$ cat src/rtl/apb_crc_slave_if.sv
// rtl/apb_crc_slave_if.sv - APB bus bundle for the CRC-32 slave
interface apb_crc_slave_if #(
    parameter int ADDR = 32,
    parameter int DATA = 32
);
    logic              psel;
    logic              penable;
    logic              pwrite;
    logic [ADDR-1:0]   paddr;
    logic [DATA-1:0]   pwdata;
    logic [DATA/4-1:0] pstrobe;
    logic [2:0]        pprot;
    logic              pready;
    logic [DATA-1:0]   prdata;
    logic              pslverr;

    modport master (
        output psel, penable, pwrite, paddr, pwdata, pstrobe, pprot,
        input  pready, prdata, pslverr
    );

    modport slave (
        input  psel, penable, pwrite, paddr, pwdata, pstrobe, pprot,
        output pready, prdata, pslverr
    );
endinterface

$ cat src/rtl/apb_crc_slave.sv
// rtl/apb_crc_slave.sv - APB slave computing CRC-32 one byte per clock over DATA_IN writes
// Define APB_CRC_SLVERR_EN to return pslverr on unmapped or wrong-direction accesses.
module apb_crc_slave #(
    parameter int ADDR = 32,
    parameter int DATA = 32
) (
    input  logic           system_clock,
    input  logic           reset,
    apb_crc_slave_if.slave apb
);
    localparam logic [31:0] POLY       = 32'hEDB8_8320;
    localparam logic [7:0]  OFF_CTRL   = 8'h00;
    localparam logic [7:0]  OFF_DATA   = 8'h04;
    localparam logic [7:0]  OFF_CRC    = 8'h08;
    localparam logic [7:0]  OFF_STATUS = 8'h0C;
    localparam logic [7:0]  OFF_INIT   = 8'h10;

    typedef enum logic [1:0] {
        S_IDLE = 2'd0,
        S_CRC  = 2'd1,
        S_DONE = 2'd2
    } state_t;

    state_t      state_q, state_d;
    logic [31:0] crc_q, crc_d;
    logic [31:0] init_q, init_d;
    logic [31:0] data_q, data_d;
    logic [15:0] count_q, count_d;
    logic [3:0]  lanes_q, lanes_d;
    logic        abort_q, abort_d;

    logic        access;
    logic [7:0]  off;
    logic [3:0]  strb;
    logic        is_ctrl, is_data, is_crc, is_status, is_init;
    logic        start;
    logic        bad_access;
    logic        err_resp;
    logic [1:0]  lane_in, lane_crc;
    logic [3:0]  rest;
    logic        proc;
    logic [7:0]  proc_byte;
    logic        unused_bits;

    function automatic logic [31:0] crc_byte(input logic [31:0] c, input logic [7:0] b);
        logic [31:0] r;
        r = c ^ {24'h00_0000, b};
        for (int i = 0; i < 8; i++) begin
            r = r[0] ? ((r >> 1) ^ POLY) : (r >> 1);
        end
        return r;
    endfunction

    function automatic logic [1:0] first_lane(input logic [3:0] m);
        logic [1:0] l;
        l = 2'd3;
        if (m[2]) l = 2'd2;
        if (m[1]) l = 2'd1;
        if (m[0]) l = 2'd0;
        return l;
    endfunction

    function automatic logic [7:0] lane_byte(input logic [31:0] d, input logic [1:0] l);
        return d[{l, 3'b000} +: 8];
    endfunction

    assign access    = apb.psel & apb.penable;
    assign off       = apb.paddr[7:0];
    assign strb      = apb.pstrobe[3:0];
    assign is_ctrl   = (off == OFF_CTRL);
    assign is_data   = (off == OFF_DATA);
    assign is_crc    = (off == OFF_CRC);
    assign is_status = (off == OFF_STATUS);
    assign is_init   = (off == OFF_INIT);
    assign lane_in   = first_lane(strb);
    assign lane_crc  = first_lane(lanes_q);
    assign rest      = strb & ~(4'b0001 << lane_in);
    assign start     = (state_q == S_IDLE) && access && apb.pwrite && is_data && (strb != 4'b0000);
    assign bad_access = apb.pwrite ? !(is_ctrl | is_data | is_init)
                                   : !(is_crc | is_status | is_init);

`ifdef APB_CRC_SLVERR_EN
    assign err_resp    = bad_access;
    assign unused_bits = ^{apb.pprot, apb.paddr[ADDR-1:8], apb.pstrobe[DATA/4-1:4]};
`else
    assign err_resp    = 1'b0;
    assign unused_bits = ^{apb.pprot, apb.paddr[ADDR-1:8], apb.pstrobe[DATA/4-1:4], bad_access};
`endif

    always_ff @(posedge system_clock or posedge reset) begin
        if (reset) begin
            state_q <= S_IDLE;
        end else begin
            state_q <= state_d;
        end
    end

    // The capture edge already folds in the first lane, so N lanes cost N+1 access cycles.
    always_comb begin
        state_d = state_q;
        lanes_d = lanes_q;
        data_d  = data_q;
        abort_d = abort_q;
        unique case (state_q)
            S_IDLE: begin
                if (start) begin
                    data_d  = apb.pwdata[31:0];
                    lanes_d = rest;
                    abort_d = 1'b0;
                    state_d = (rest != 4'b0000) ? S_CRC : S_DONE;
                end
            end
            S_CRC: begin
                lanes_d = lanes_q & ~(4'b0001 << lane_crc);
                abort_d = abort_q | ~apb.psel;
                if (lanes_d == 4'b0000) begin
                    state_d = abort_d ? S_IDLE : S_DONE;
                end
            end
            S_DONE:  state_d = S_IDLE;
            default: state_d = S_IDLE;
        endcase
    end

    always_comb begin
        apb.pready  = 1'b0;
        apb.prdata  = '0;
        apb.pslverr = 1'b0;
        if (!reset) begin
            unique case (state_q)
                S_IDLE: begin
                    if (access && !start) begin
                        apb.pready  = 1'b1;
                        apb.pslverr = err_resp;
                        if (!apb.pwrite) begin
                            if (is_crc)         apb.prdata = ~crc_q;
                            else if (is_status) apb.prdata = {16'h0000, count_q};
                            else if (is_init)   apb.prdata = init_q;
                        end
                    end
                end
                S_DONE:  apb.pready = 1'b1;
                default: apb.pready = 1'b0;
            endcase
        end
    end

    always_comb begin
        crc_d     = crc_q;
        init_d    = init_q;
        count_d   = count_q;
        proc      = 1'b0;
        proc_byte = 8'h00;
        if (start) begin
            proc      = 1'b1;
            proc_byte = lane_byte(apb.pwdata[31:0], lane_in);
        end else if ((state_q == S_CRC) && (lanes_q != 4'b0000)) begin
            proc      = 1'b1;
            proc_byte = lane_byte(data_q, lane_crc);
        end
        if ((state_q == S_IDLE) && access && apb.pwrite) begin
            if (is_ctrl && apb.pwdata[0]) begin
                crc_d   = init_q;
                count_d = 16'h0000;
            end
            if (is_init) begin
                for (int i = 0; i < 4; i++) begin
                    if (strb[i]) init_d[8*i +: 8] = apb.pwdata[8*i +: 8];
                end
            end
        end
        if (proc) begin
            crc_d   = crc_byte(crc_q, proc_byte);
            count_d = count_q + 16'd1;
        end
    end

    always_ff @(posedge system_clock or posedge reset) begin
        if (reset) begin
            crc_q   <= 32'hFFFF_FFFF;
            init_q  <= 32'hFFFF_FFFF;
            count_q <= 16'h0000;
            data_q  <= 32'h0000_0000;
            lanes_q <= 4'b0000;
            abort_q <= 1'b0;
        end else begin
            crc_q   <= crc_d;
            init_q  <= init_d;
            count_q <= count_d;
            data_q  <= data_d;
            lanes_q <= lanes_d;
            abort_q <= abort_d;
        end
    end
endmodule

$ cat src/flat_wrapper.sv
// flat-port wrapper written by rule: the top's interface ports become plain ports
module apb_crc_slave_flat 
#(
    parameter int ADDR = 32,
    parameter int DATA = 32
)
  (system_clock, reset, apb_psel, apb_penable, apb_pwrite, apb_paddr, apb_pwdata, apb_pstrobe, apb_pprot, apb_pready, apb_prdata, apb_pslverr);
  apb_crc_slave_if #(.ADDR(ADDR), .DATA(DATA)) apb_i ();
  input  logic system_clock;
  input  logic reset;
  input wire logic [$bits(apb_i.psel)-1:0] apb_psel;
  input wire logic [$bits(apb_i.penable)-1:0] apb_penable;
  input wire logic [$bits(apb_i.pwrite)-1:0] apb_pwrite;
  input wire logic [$bits(apb_i.paddr)-1:0] apb_paddr;
  input wire logic [$bits(apb_i.pwdata)-1:0] apb_pwdata;
  input wire logic [$bits(apb_i.pstrobe)-1:0] apb_pstrobe;
  input wire logic [$bits(apb_i.pprot)-1:0] apb_pprot;
  output wire logic [$bits(apb_i.pready)-1:0] apb_pready;
  output wire logic [$bits(apb_i.prdata)-1:0] apb_prdata;
  output wire logic [$bits(apb_i.pslverr)-1:0] apb_pslverr;
  assign apb_i.psel = apb_psel;
  assign apb_i.penable = apb_penable;
  assign apb_i.pwrite = apb_pwrite;
  assign apb_i.paddr = apb_paddr;
  assign apb_i.pwdata = apb_pwdata;
  assign apb_i.pstrobe = apb_pstrobe;
  assign apb_i.pprot = apb_pprot;
  assign apb_pready = apb_i.pready;
  assign apb_prdata = apb_i.prdata;
  assign apb_pslverr = apb_i.pslverr;
  apb_crc_slave #(.ADDR(ADDR), .DATA(DATA)) u_core (.system_clock(system_clock), .reset(reset), .apb(apb_i));
endmodule
$ cat config.mk
export PLATFORM = sky130hd
export DESIGN_NAME = apb_crc_slave_flat
export DESIGN_NICKNAME = d
export VERILOG_FILES = /design/src/rtl/apb_crc_slave_if.sv /design/src/rtl/apb_crc_slave.sv /design/src/flat_wrapper.sv
export SDC_FILE = /design/constraint.sdc
export NUM_CORES = 1
export LEC_CHECK = 0
export BUFFER_PORTS_ARGS = -buffer_cell sky130_fd_sc_hd__buf_2
export CAP_MARGIN = 25
export CELL_PAD_IN_SITES_DETAIL_PLACEMENT = 2
export CELL_PAD_IN_SITES_GLOBAL_PLACEMENT = 2
export CORE_UTILIZATION = 39
export CTS_CLUSTER_SIZE = 16
export DETAILED_ROUTE_END_ITERATION = 10
export MAX_ROUTING_LAYER = met4
export PLACE_DENSITY = 0.95
export SETUP_SLACK_MARGIN = 0.1
export SLEW_MARGIN = 20
export SYNTH_ARGS = -nofsm -noshare
export SYNTH_HDL_FRONTEND = slang
export SYNTH_SLANG_ARGS = --single-unit
$ cat constraint.sdc
create_clock -name system_clock -period 6.8 [get_ports system_clock]
set_clock_uncertainty 0.05 [all_clocks]
set_input_delay 1.02 -clock system_clock [delete_from_list [all_inputs] [get_ports system_clock]]
set_output_delay 1.02 -clock system_clock [all_outputs]
set_load 0.01 [all_outputs]
Yosys cells after proc, flatten, opt, wreduce, memory -nomap -nowiden
Index checks and enable logic that the tools add are counted.

Add/subtract/negate cells: 1. Multiply operators: 0. Div/mod/pow operators: 0. Magnitude comparators: 0. Equal/unequal tests: 8. Shift-type cells: 4. Muxes and demuxes: 43. Bitwise operators: 17. Reduce and logical (&&, ||, !) cells: 25.

Operators by type and width (count): two-way mux 32 bit (18); inverter 13 -> 14 bit (8); variable part select 32 x 6 -> 8 bit (2); two-way mux 16 bit (3); inverter 32 bit (1); XOR 32 x 8 -> 32 bit (1); adder 16 x 1 -> 16 bit (second input constant) (1); == test 8 x 4 -> 1 bit (second input constant) (2); two-way mux 2 bit (8); two-way mux 8 bit (2); AND reduction 3 bit (4); nonzero test 4 bit (3); bitwise AND 4 bit (2); == test 8 x 3 -> 1 bit (second input constant) (1); == test 8 x 5 -> 1 bit (second input constant) (1); zero test 8 bit (1); inverter 4 bit (2); one-hot mux 4 bit (2 select lines) (1); AND reduction 2 bit (4); left shift 1 x 2 -> 4 bit (first input constant) (2); logical AND 1 bit (7); two-way mux 1 bit (7); nonzero test 2 bit (3); zero test 4 bit (1); 11 further kinds (13).

Register bits after elaboration: 119. Latch bits: 0. RAM bits: 0. Bits in read-only memories: 0. Memories kept: 0.

Logic depth before layout (Yosys ltp)
Depth after elaboration: 24. Gate-level depth with buffers: 11.

Worst setup path after synthesis
OpenSTA, ideal clock, no wires.

Path kind: in2out. Start: in apb_paddr[1]. End: out apb_prdata[10]. Arrival: 2.620 ns. Slack: 3.110 ns. Stages: 7. Path through: or4_4 -> nor2_1 -> and3_1 -> clkbuf_1 -> clkbuf_1 -> a221oi_1 -> nor2_1.

Word-level cells in the longest chain between the ends: 8. Elaborated cells between the ends (all ways): 15. Those cells by class: 4 x eq/ne; 7 x mux; 4 x reduce/logical.

RTL lines: from (decl) (RTL line flat_wrapper.sv:14) `input wire logic [$bits(apb_i.paddr)-1:0] apb_paddr;`; == test 8 x 5 -> 1 bit / == test 8 x 3 -> 1 bit (equally long branches) (RTL line apb_crc_slave.sv:74, apb_crc_slave.sv:71); two-way mux 32 bit / logical AND 1 bit (equally long branches) (RTL line apb_crc_slave.sv:138, apb_crc_slave.sv:78); two-way mux 32 bit / logical AND 1 bit (equally long branches) (RTL line apb_crc_slave.sv:137, apb_crc_slave.sv:78); two-way mux 32 bit / zero test 1 bit (equally long branches) (RTL line apb_crc_slave.sv:136, apb_crc_slave.sv:132); two-way mux 32 bit / logical AND 1 bit (equally long branches) (RTL line apb_crc_slave.sv:135, apb_crc_slave.sv:132); two-way mux 32 bit (*) (RTL line apb_crc_slave.sv:132) `if (access && !start) begin`; two-way mux 32 bit (*) (RTL line apb_crc_slave.sv:130) `unique case (state_q)`; two-way mux 32 bit (*) (RTL line apb_crc_slave.sv:129) `if (!reset) begin`; to (decl) (RTL line flat_wrapper.sv:19) `output wire logic [$bits(apb_i.prdata)-1:0] apb_prdata;`.

Every way passes the cells marked *; elsewhere a longest branch is shown, timed or not.

Worst setup path in the final report
Start: in apb_paddr[1]. End: reg u_core.count_q[15].

Word-level cells in the longest chain between the ends: 6. Elaborated cells between the ends (all ways): 10. Those cells by class: 1 x eq/ne; 2 x mux; 7 x reduce/logical.

RTL lines: == test 8 x 3 -> 1 bit (RTL line apb_crc_slave.sv:71) `assign is_data = (off == OFF_DATA);`; logical AND 1 bit (2 in series) (RTL line apb_crc_slave.sv:78) `assign start = (state_q == S_IDLE) && access && apb.pwrite && is_data && (strb != 4'b0000);`; two-way mux 1 bit (RTL line apb_crc_slave.sv:154) `if (start) begin`; nonzero test 2 bit (no line); AND reduction 2 bit (no line); to (signal assigned) (RTL line apb_crc_slave.sv:189) `count_q <= count_d;`; to (decl) (RTL line apb_crc_slave.sv:28) `logic [15:0] count_q, count_d;`.

Several ways; a longest one is shown, not always the timed one. A chain may end at the register's enable or synchronous reset.

==> summary.txt <==
Run status
  • Status: finished with violations
  • Violated checks: DRC

Pwr
  • Overall power: around 0.0017 W
  • Leak: 3.79 nW
  • Power Dens Cells: between 200 and 250 nW/um^2
  • VDD IR max: 0.191 mV

Die
  • Placement Rows: 49
  • Core area: 18100 sq um
  • I/O Pins: 114
  • Die span in y: 138 um
  • Die area: about 19000 sq um
  • Die extent in x: around 140 um
  • Initial core utilization: 0.401

Global routing
  • Largest net degree at the start of global routing: 66
  • Vias in the first global route: 7620
  • GR Layer Usage met1: 0.421
  • GRT overflow: 0
  • Met2 Use GR: 0.598
  • Tot GR Track Use: 0.362
  • Met3 Track Usage GR: 0.0589
  • Initial antenna violation count: 1
  • Global route hottest layer: met2
  • First-pass GRT wire length: 49.6 mm

Clocking
  • CTS Sinks: 119
  • Hold Buf Count CTS: 0
  • Clk_lat worst skew: 0.46 ns
  • Num CTS Buffers: 17
  • # H-tree levels: 4
  • Post-cts resize count: 0
  • Post-CTS Setup Inserts: 0
  • CTS tree: built
  • Clock Path Buffers: 2
  • CTS root buf: clkbuf_16
  • Reg clk slew, reported paths: roughly 0.06 ns

Timing
  • Ratio of final minimum period to clock period: 0.704
  • Final setup fails: 0
  • Setup WS post-layout: approximately 2 ns
  • Setup total negative slack: 0 ns
  • Fin. max-slew vios: 0
  • Slew margin rel.: 0.231
  • Fmax: ~210 MHz
  • RSZ-0062 raised after global routing: false
  • Final Hold Viols: 0
  • Minimum hold slack: 0.434 ns
  • Least-Margin Pin Slew: 1.14 ns
  • Crit path time final: 4.79 ns

Yosys
  • Number of synthesized register bits: 119
  • Fraction of registers with async set/reset: 1.00
  • Largest area contributor in the netlist: dfstp_2
  • Most common cell in the netlist: nand2_1
  • Synth Flop Type: dfstp_2
  • Number of synthesized flops with an enable pin: 0
  • Syn Area/Cell: 9.51 sq um
  • Synth top area cells: dfstp_2 23%, dfrtp_1 19%, nand2_1 6.5%
  • Syn Nets: roughly 840
  • Post-synthesis cell area: 7250 sq um
  • Synth cell types: 53
  • Synthesis warning total: 0
  • Top cells by count, synth: 125 x nand2_1, 77 x nor2_1, 64 x dfstp_2, 55 x dfrtp_1
  • Sequential element share of the synthesized area: 0.422
  • Synth top area share: 0.232
  • Syn Inst Count: 763

Route
  • Total Wirelength: 32.2 mm
  • Vias: 6906
  • DRT Pass-1 Iters: 9
  • DRC violations left: 10
  • Routed length per instance: 30.2 um
  • Vias per cell: 6.48
  • Routed Antenna Nets: 0
  • Initial DRC count: 646

Critical path
  • WP data arrival: 5.10 ns
  • Crit end category: flop
  • Critical Path Fanout Max: 57
  • Required time worst endpoint: approximately 7.1 ns
  • CP Launch Type: primary input
  • WS Path Type: in -> reg

Min path
  • Worst Hold Class: reg -> reg

Final layout
  • Layout cells sized above 1: 0.279
  • Area grow syn2layout: 15.8%
  • Final Net Count: 904

Place
  • PortBufs: slightly above 80
  • Placer Congestion: 0.827
  • Worst slack at placement: approximately 1.9 ns
  • Detailed placer's ending HPWL: 19.7 mm

Flow run
  • Max cap viols: 0
-- cells by family after synthesis --
family | Yosys count | share of synthesized area
other | 1 | 0.000517
and+or+nand+nor | 304 | 0.197
adders and majority gates | 3 | 0.00448
AOI/OAI and AO/OA | 169 | 0.166
muxes | 44 | 0.0648
xor gates and xnor gates | 54 | 0.107
buffers and inverters | 69 | 0.0385
DFF | 119 | 0.422
-- critical path: stages --
cell and delay [ns]:
buf_2 0.09, or4_4 0.57, nor4_4 0.62, and2_2 0.80
nor2_2 0.10, buf_4 0.34, nor4b_1 1.03, nand4_1 0.25
mux2i_1 0.26
-- report_power, final --
| part | switching, W | internal [W] |
|---|---|---|
| logic | 0.0000679 | 0.0000305 |
| clock network | 0.000415 | 0.000510 |
| registers | 0.00000700 | 0.000718 |
-- per-stage QoR --
step / util / instance area, sq um / cells
detailed placement: 0.433 / 7830 / 1033
finish: 0.465 / 8400 / 1066
global route: 0.465 / 8400 / 1066
floorplan: - / 7250 / 763
CTS: 0.464 / 8400 / 1065
global placement: 0.432 / 7820 / 1032
-- cell type report --
cell class / instances / area (sq um)
Multi-Input combinational cell: 575 / 3930
Timing Repair Buffer: 92 / 488
Tap cell: 229 / 287
Inverter: 18 / 70.1
Sequential cell: 119 / 3060
Clock inverter: 15 / 145
Fill cell: 1889 / 9680
Antenna cell: 1 / 2.50
Clock buffer: 17 / 425
-- layout by cell type, fill, tap and decap left out, types with 3 or more instances in the layout --
master,n
o21ai_1,7
a221oi_1,32
xor2_1,5
mux2_2,24
o211ai_1,4
nor2_1,76
inv_6,5
nand2b_1,3
inv_1,17
nand3_1,14
o31ai_1,5
xnor2_1,25
xnor3_1,17
a221oi_4,7
nor3b_1,19
buf_4,11
dfrtp_1,55
dfstp_2,64
clkbuf_16,17
a21oi_1,48
mux2i_1,20
xnor2_2,5
and3_1,38
a22oi_1,9
o21ai_0,48
buf_2,81
clkinv_4,4
and2_1,8
nand2_1,125
-- state kept, by name, indices dropped and copies added (netlist names) --
name / flops
u_core.crc_q: 32
u_core.data_q: 32
u_core.init_q: 32
u_core.count_q: 16
u_core.lanes_q: 4
u_core.state_q: 2
u_core.abort_q: 1
-- worst paths after layout --
check	endpoint	depth (start not counted)	startpoint	slack, ns
worst max-delay path	u_core.count_q[15]	9	apb_paddr[1]	2.01
worst min-delay path	u_core.data_q[30]	2	u_core.data_q[30]	0.43
worst max register to register	u_core.count_q[15]	8	u_core.state_q[1]	2.22
worst min register to register	u_core.data_q[30]	2	u_core.data_q[30]	0.43
max in group asynchronous	u_core.data_q[6]	3	reset	4.77
min in group asynchronous	u_core.data_q[11]	2	reset	0.70
-- routing by layer --
layer / share of wire / up-vias / routed length, um
met5: 0 / - / 0
met4: 0.048 / 0 / 1530
met3: 0.053 / 129 / 1700
met2: 0.50 / 344 / 16000
met1: 0.40 / 3613 / 12900
li1: - / 2820 / -
Power figures use the tool's default switching activity.
